==> src/rtl/score_keeper_pkg.sv <==
// Shared types, constants and helper functions for the score keeper.
package score_keeper_pkg;

    typedef enum logic [1:0] {
        IDLE = 2'd0,
        PLAY = 2'd1,
        OVER = 2'd2
    } game_state_t;

    localparam int ASCII_DIGIT_BASE = 48;

    // Number of bits needed to hold values 0..n-1.
    function automatic int logb2(input int n);
        int r = 0;
        for (int i = 0; i < 31; i++) begin
            if (((n - 1) >> i) != 0) r = i + 1;
        end
        return r;
    endfunction

    // Highest reachable score: one point per cell, capped at four decimal digits.
    function automatic int max_score(input int h, input int v);
        return ((h * v - 1) < 9999) ? (h * v - 1) : 9999;
    endfunction

    // Binary value (0..9999) to four packed BCD digits.
    function automatic logic [15:0] to_bcd(input int value);
        return {4'(value / 1000 % 10), 4'(value / 100 % 10),
                4'(value / 10 % 10), 4'(value % 10)};
    endfunction

    localparam int MAX_SCORE = max_score(32, 32);

endpackage

==> src/rtl/score_keeper_bcd_digit_add.sv <==
// One decimal digit of the BCD score adder; chained through cin/cout.
module bcd_digit_add (
    input  logic [3:0] digit,
    input  logic [3:0] addend,
    input  logic       cin,
    output logic [3:0] sum,
    output logic       cout
);

    logic [4:0] raw;

    // Binary add, then fold anything above 9 back into the 0..9 range with a carry out.
    always_comb begin
        raw = {1'b0, digit} + {1'b0, addend} + {4'b0, cin};
        if (raw > 5'd9) begin
            sum  = 4'(raw - 5'd10);
            cout = 1'b1;
        end else begin
            sum  = raw[3:0];
            cout = 1'b0;
        end
    end

endmodule

==> src/rtl/score_keeper.sv <==
// Game-phase FSM, saturating score counter with BCD mirror, and session high score.
module score_keeper
    import score_keeper_pkg::*;
#(
    parameter int H      = 32,
    parameter int V      = 32,
    parameter int POINTS = 1,
    localparam int SB    = logb2(H * V)
) (
    input  logic          clk,
    input  logic          rst,
    input  logic          new_game,
    input  logic          eat,
    input  logic          collide,
    output logic [SB-1:0] score,
    output logic [15:0]   score_bcd,
    output logic [SB-1:0] high_score,
    output logic          game_over,
    output logic          playing,
    output logic          score_tick
);

    localparam int              MAX     = max_score(H, V);
    localparam logic [SB-1:0]   MAX_S   = SB'(MAX);
    localparam logic [SB+3:0]   MAX_W   = (SB + 4)'(MAX);
    localparam logic [15:0]     MAX_BCD = to_bcd(MAX);

    game_state_t   state, next_state;
    logic          start;
    logic [SB+3:0] sum;
    logic          at_max;
    logic [SB-1:0] next_score;
    logic [15:0]   next_bcd;
    logic [15:0]   bcd_sum;
    logic [4:0]    carry;

    assign carry[0] = 1'b0;

    for (genvar i = 0; i < 4; i++) begin : g_digit
        bcd_digit_add u_digit (
            .digit (score_bcd[4*i +: 4]),
            .addend(i == 0 ? 4'(POINTS) : 4'd0),
            .cin   (carry[i]),
            .sum   (bcd_sum[4*i +: 4]),
            .cout  (carry[i+1])
        );
    end

    // Game phase register.
    always_ff @(posedge clk) begin
        if (rst) state <= IDLE;
        else     state <= next_state;
    end

    // Next phase: collide ends a game, new_game (re)starts one; collide beats new_game only in PLAY.
    always_comb begin
        next_state = state;
        start      = 1'b0;
        case (state)
            IDLE: if (new_game) begin
                next_state = PLAY;
                start      = 1'b1;
            end
            PLAY: if (collide) begin
                next_state = OVER;
            end else if (new_game) begin
                start = 1'b1;
            end
            OVER: if (new_game) begin
                next_state = PLAY;
                start      = 1'b1;
            end
            default: next_state = IDLE;
        endcase
    end

    // Candidate incremented score, clamped to the maximum in both binary and BCD form.
    always_comb begin
        sum        = {4'b0, score} + (SB + 4)'(POINTS);
        at_max     = (sum >= MAX_W) || carry[4];
        next_score = at_max ? MAX_S : sum[SB-1:0];
        next_bcd   = at_max ? MAX_BCD : bcd_sum;
    end

    // Score, tick strobe and high score; the high score latches once the game is over.
    always_ff @(posedge clk) begin
        if (rst) begin
            score      <= '0;
            score_bcd  <= '0;
            high_score <= '0;
            score_tick <= 1'b0;
        end else begin
            score_tick <= 1'b0;
            if (start) begin
                score     <= '0;
                score_bcd <= '0;
            end else if (state == PLAY && eat && score != MAX_S) begin
                score      <= next_score;
                score_bcd  <= next_bcd;
                score_tick <= 1'b1;
            end
            if (state == OVER && score > high_score) high_score <= score;
        end
    end

    assign game_over = (state == OVER);
    assign playing   = (state == PLAY);

endmodule

==> config.mk <==
export PLATFORM = sky130hd
export DESIGN_NAME = score_keeper
export DESIGN_NICKNAME = d
export VERILOG_FILES = /design/src/rtl/score_keeper_pkg.sv /design/src/rtl/score_keeper_bcd_digit_add.sv /design/src/rtl/score_keeper.sv
export SDC_FILE = /design/constraint.sdc
export NUM_CORES = 1
export LEC_CHECK = 0
export BUFFER_PORTS_ARGS = -buffer_cell sky130_fd_sc_hd__clkbuf_2
export CAP_MARGIN = 20
export CORE_MARGIN = 2
export CORE_UTILIZATION = 52
export DETAILED_ROUTE_END_ITERATION = 7
export PLACE_DENSITY = 0.74
export SYNTH_ARGS = -nofsm -noshare
export SYNTH_HDL_FRONTEND = slang
export SYNTH_SLANG_ARGS = --single-unit
==> constraint.sdc <==
create_clock -name clk -period 12.6 [get_ports clk]
set_input_delay 0.63 -clock clk [delete_from_list [all_inputs] [get_ports clk]]
set_output_delay 0.63 -clock clk [all_outputs]
set_load 0.01 [all_outputs]
==> metrics, run 1 <==
Post-Route Utilization 0.611; crit path capture type flip-flop; post-route insts no fill 423; post-route ant nets 0; Clk pwr share 0.385; post-synth top area cell dfxtp_1; die area 0.00563 sq mm; Arr. time, crit path 6.25 ns; DR DRC count 0; Syn-to-layout area delta 11.5%; # IOs 44; final-stage net count 384; crit path launch type flip-flop; crit path buf inv count 4; largest buffer count on any clock path 2; Synthesized Nets 354; initial DRC count 107; Psw 0.0594 mW; Slew Viols, Final 0; Synth Area per Inst 8.07 sq um; CTS tree done; largest stage delay on the critical path 0.54 ns; DR vias 2436; pwr/cell area 82.8 mW/mm^2; Clock transition at path regs 0.07 ns; HP Class flip-flop to flip-flop; combinational power share 0.086; most frequent cell after synthesis nor2_1; GPL Wtd Cong 0.878; WS Path Type flip-flop to flip-flop; Worst-Margin Slew 0.694 ns; Yosys cell types 50; top-area cell type share of the netlist area 0.298; Final Hold Violating Endpoints 0; Die Y 75.0 um; worst setup margin 6.54 ns; CP required 12.79 ns; Total GRT Usage 0.215; pre-CTS setup slack 6.59 ns; core area 0.00479 sq mm; cell area after synthesis 0.00262 sq mm; vias in the first global route 2151; synth cell count leaders 41 x nor2_1, 39 x dfxtp_1, 28 x a21oi_1; status finished clean; Worst Hold Depth 2; port buffer count 43; Max IR drop VDD 42.9 uV; # hold bufs at CTS 0; TritonCTS Buffers 5; Initial Utilization 0.548; Setup Fix Bufs, Post-CTS 0; Max Cap Viol 0; number of flops mapped to enable cells by yosys 0; part of the power in registers 0.529; internal power 0.183 mW; Fmax 0.165 GHz; Clock Latency Late Sink 0.29 ns; WP depth 29; share of post-route cells with drive strength above 1 0.154; post-synthesis sequential area ratio 0.298; Clock H-tree levels 2; final worst path period share 0.481; Largest delay share family, worst path adder cells; Final HPWL DP 4.17 mm; WL per Instance 13.7 um; die width 75.0 um; CTS Root Cell clkbuf_8; Top FF cell, synth dfxtp_1; sw frac 0.245; pin count of the biggest net entering global routing 22; RSZ-0062 raised after global routing false; setup_tns 0 ns; CP max FO 21; final setup vio count 0; Syn Inst Count 325; yosys warns 0; Core Rows 25; Worst Skew 0.00175 ns; main area contributors after synthesis dfxtp_1 30%, ha_1 11%, nor2_1 5.9%, a21oi_1 5.3%, mux2i_1 4.2%; #FFs+latches synth 39; Max transition margin 0.537; initial antenna violation count 0; Hold Slack 0.524 ns; first-pass GRT wire length 9.52 mm; slowest CP cell a31oi_4; Pre-antenna DRT Iters 4; number of diodes 0; placed cells 415; GRT overflow 0; most frequent CP cell ha_1; fraction of registers with async set or reset after synthesis 0; Min Clock Period, post-route 6.06 ns; leakage 1.20 nW; Fillers 425; clock sink count 39; Avg Vias per Cell 5.76; R2R Setup Slk 6.54 ns; Resized cells post-CTS 0; final wirelength 5.81 mm; Reg2Reg Depth 29
## worst paths after layout
path	start	end
min reg2reg	score_bcd[9]	score_bcd[9]
min	score_bcd[9]	score_bcd[9]
max reg2reg	score_bcd[0]	score[8]
max	score_bcd[0]	score[8]
## registers in the layout (all words and copies together) (netlist names)
register,cells
state,2
score_tick,1
score_bcd,16
high_score,10
score,10
## per-layer routing
metal	global-route usage	vias to the layer above	part of all wire
met5	0	-	0
met4	0.0694	0	0.015
met3	0.0402	10	0.039
met2	0.364	56	0.46
met1	0.277	1132	0.48
li1	-	1238	-
## tightest hold or removal path, stage by stage, from the launching register on
cell	delay, ns
dfxtp_1	0.35
nand2_1	0.07
a21oi_1	0.06
## metrics by stage
step           power (mW)  cell area, sq um
2_1_floorplan       0.146              2620
3_3_place_gp        0.151              2830
3_5_place_dp        0.152              2830
4_1_cts             0.244              2930
5_1_grt             0.251              2930
6_report            0.242              2930
## cell families (layout without fill, tap and decap cells)
kind of cell / count (synthesis) / count (layout) / synth area share
DFF: 39 / 39 / 0.298
xor gates and xnor gates: 11 / 11 / 0.0367
muxes: 11 / 11 / 0.0420
buffers and inverters: 39 / 70 / 0.0644
adders and majority gates: 24 / 24 / 0.114
AOI/OAI and AO/OA: 101 / 101 / 0.263
and+or+nand+nor: 100 / 100 / 0.182
## power groups by stage
stage	clock [mW]	sequential, mW	combinational [mW]
after detailed placement	0	0.131	0.0210
after CTS	0.0946	0.128	0.0210
after global placement	0	0.131	0.0206
final	0.0932	0.128	0.0209
after floorplan	0	0.130	0.0159
after global routing	0.0991	0.128	0.0237
## placed cells by master (no fill, tap or decap), types with 11 or more instances in the layout
cell,n
a21oi_1,28
clkbuf_2,43
dfxtp_1,39
ha_1,24
inv_1,19
mux2i_1,11
nand2_1,17
nand3_1,12
nor2_1,41
o21ai_0,20
## layout make-up
class                      count  area (sq um)  area share
clock buffer                   8           100      0.0342
inverter                      19          71.3      0.0244
multi-input combinational    247          1670       0.572
sequential                    39           781       0.267
tap                           67          83.8      0.0287
timing repair buffer          43           215      0.0736
No activity file was read; power rests on OpenSTA's default activity.
==> run 2, diff against run 1 <==
- CORE_UTILIZATION: 52 -> 51
- PLACE_DENSITY: 0.74 -> 0.75
- clock period: 12.6 -> 5.07 ns (I/O delays scaled with it)
==> run 2 against run 1 <==
The flow now finishes with violations (setup timing). Non-clock buffer count increased by 21. Power increased to 2.5 times the previous value. Combinational power increased to 2.9 times the previous value. Clock skew increased by 0.0027 ns. Clock-buffer cell count unchanged. Sequential cell count unchanged. Worst hold slack got worse by 0.31 ns. Register-to-register slack got worse by 6.6 ns. Global-route usage increased by 1.6 points. Cell count increased by 5.7%. Sequential share of layout area decreased by 2.7 points. First-iteration DRC count decreased by 9.3%. Critical endpoint is now score_bcd[4]. Largest cell class unchanged.
==> metrics, run 2 (synthesis gave the netlist of run 1 again) <==
DR vias 2620 (was 2436); Max IR drop VDD 131 uV (was 42.9 uV); first-pass GRT wire length 10.2 mm (was 9.52 mm); RSZ-0062 raised after global routing true (was false); final wirelength 6.52 mm (was 5.81 mm); number of diodes 0 (unchanged); CTS tree done (unchanged); Die Y 75.7 um (was 75.0 um); slowest CP cell dfxtp_4 (was a31oi_4); largest reg by FF count score_bcd (unchanged); crit path launch type flip-flop (unchanged); Pre-antenna DRT Iters 5 (was 4); clock sink count 39 (unchanged); biggest regs score_bcd: 16 flops, high_score: 10 flops, score: 10 flops (unchanged); Final HPWL DP 4.43 mm (was 4.17 mm); WL per Instance 14.6 um (was 13.7 um); most frequent CP cell ha_4 (was ha_1); setup_tns -0.0166 ns (was 0 ns); Worst-Margin Slew 0.809 ns (was 0.694 ns); status finished, violations left (was finished clean); violated checks setup timing; die area 0.00573 sq mm (was 0.00563 sq mm); initial DRC count 97 (was 107); Arr. time, crit path 5.24 ns (was 6.25 ns); most frequent cells in the layout 43 x clkbuf_2, 40 x nor2_1, 37 x dfxtp_1 (was 43 x clkbuf_2, 41 x nor2_1, 39 x dfxtp_1); Clock Latency Late Sink 0.29 ns (about the same); port buffer count 43 (unchanged); Final Hold Violating Endpoints 0 (unchanged); leakage 1.30 nW (was 1.20 nW); CP required 5.23 ns (was 12.79 ns); Avg Vias per Cell 5.86 (was 5.76); crit path capture type flip-flop (unchanged); Core Rows 26 (was 25); final-stage net count 405 (was 384); initial antenna violation count 0 (unchanged); Worst R2R Start score_bcd[0] (unchanged); DR DRC count 0 (unchanged); core area 0.00504 sq mm (was 0.00479 sq mm); pin count of the biggest net entering global routing 20 (was 22); Max transition margin 0.460 (was 0.537); HP Start collide (was score_bcd[9]); GRT overflow 0 (unchanged); Initial Utilization 0.520 (was 0.548); TritonCTS Buffers 5 (unchanged); Largest register FFs 16 (unchanged); final setup vio count 1 (was 0); most common cell after layout, fill and taps aside clkbuf_2 (unchanged); Min Clock Period, post-route 5.09 ns (was 6.06 ns); worst setup margin -0.0166 ns (was 6.54 ns); Worst Skew 0.00443 ns (was 0.00175 ns); Syn-to-layout area delta 25.1% (was 11.5%); final worst path period share 1.00 (was 0.481); post-route ant nets 0 (unchanged); HP Class input port to flip-flop (was flip-flop to flip-flop); power consumption 0.612 mW (was 0.242 mW); CP max FO 8 (was 21); Worst R2R End score_bcd[4] (was score[8]); Worst Hold Depth 3 (was 2); R2R Setup Slk -0.02 ns (was 6.54 ns); die width 75.7 um (was 75.0 um); hold endpoint state[1] (was score_bcd[9]); largest stage delay on the critical path 0.41 ns (was 0.54 ns); # IOs 44 (unchanged); Clock transition at path regs 0.07 ns (about the same); GPL Wtd Cong 0.908 (was 0.878); vias in the first global route 2262 (was 2151); Total GRT Usage 0.231 (was 0.215); Reg2Reg Depth 30 (was 29); pwr/cell area 187 mW/mm^2 (was 82.8 mW/mm^2); CTS Root Cell clkbuf_8 (unchanged); WS Path Type flip-flop to flip-flop (unchanged); Max Cap Viol 0 (unchanged); share of post-route cells with drive strength above 1 0.268 (was 0.154); Slew Viols, Final 0 (unchanged); Fmax 0.197 GHz (was 0.165 GHz); Clock H-tree levels 2 (unchanged); largest buffer count on any clock path 2 (unchanged)
-- run 2: cell count changes in the layout (fill, tap and decap cells not counted), sizes merged --
| cell | before | now |
|---|---|---|
| buf | 0 | 21 |
-- run 2: per-layer routing --
metal / part of all wire / vias up / track usage / routed length [um]
met5: 0 / - / 0 / 0
met4: 0.022 / 0 / 0.101 / 142
met3: 0.046 / 17 / 0.0437 / 302
met2: 0.50 / 98 / 0.393 / 3250
met1: 0.43 / 1225 / 0.282 / 2830
li1: - / 1280 / - / -
-- run 2: area by class of cell --
cell class / instances / area (sq um)
tap: 70 / 87.6
clock buffer: 8 / 100
sequential: 39 / 788
multi-input combinational: 247 / 1850
fill: 434 / 1760
inverter: 19 / 81.3
timing repair buffer: 64 / 375
-- run 2: metrics by stage --
step                instances  instance area, sq um  setup WS (ns)  hold WS, ns   util
detailed placement        426                  2960        -0.0430        0.475  0.587
global route              447                  3280         -0.294        0.246  0.651
CTS                       435                  3070        0.00127        0.209  0.609
floorplan                 325                  2730         0.0119        0.326      -
finish                    447                  3280        -0.0166        0.216  0.651
global placement          426                  2960          0.133        0.465  0.587
-- run 2: how the worst max path moves through the flow --
stage	startpoint	end	slack (ns)	cells after the start
detailed placement	score_bcd[0]	score_bcd[6]	-0.04	30
global placement	score_bcd[0]	score_bcd[6]	0.13	30
global route	score_bcd[0]	score_bcd[4]	-0.29	30
floorplan	score_bcd[0]	score_bcd[6]	0.01	32
CTS	score_bcd[0]	score_bcd[10]	0.001	30
finish	score_bcd[0]	score_bcd[4]	-0.02	30
-- run 2: critical path, delay by kind of cell (launching register included) --
family	cells	cell delay, ns
AOI/OAI and AO/OA	10	1.70
xor gates and xnor gates	1	0.14
adders and majority gates	8	1.63
buffers and inverters	5	0.43
DFF	1	0.41
and+or+nand+nor	6	0.64
-- run 2: power breakdown --
group	internal, mW	leakage (nW)	switching, mW
Clock	0.124	0.0515	0.109
Combinational	0.0252	0.934	0.0360
Sequential	0.309	0.317	0.00869
Total	0.459	1.30	0.154
-- run 2: what timing repair did --
item / CTS / global route
setup endpoints to repair: 11 / 26
setup buffers: 1 / 10
pin swaps: 1 / 23
hold buffers: 0 / 0
cloned: 0 / 2
resized for setup: 1 / 25
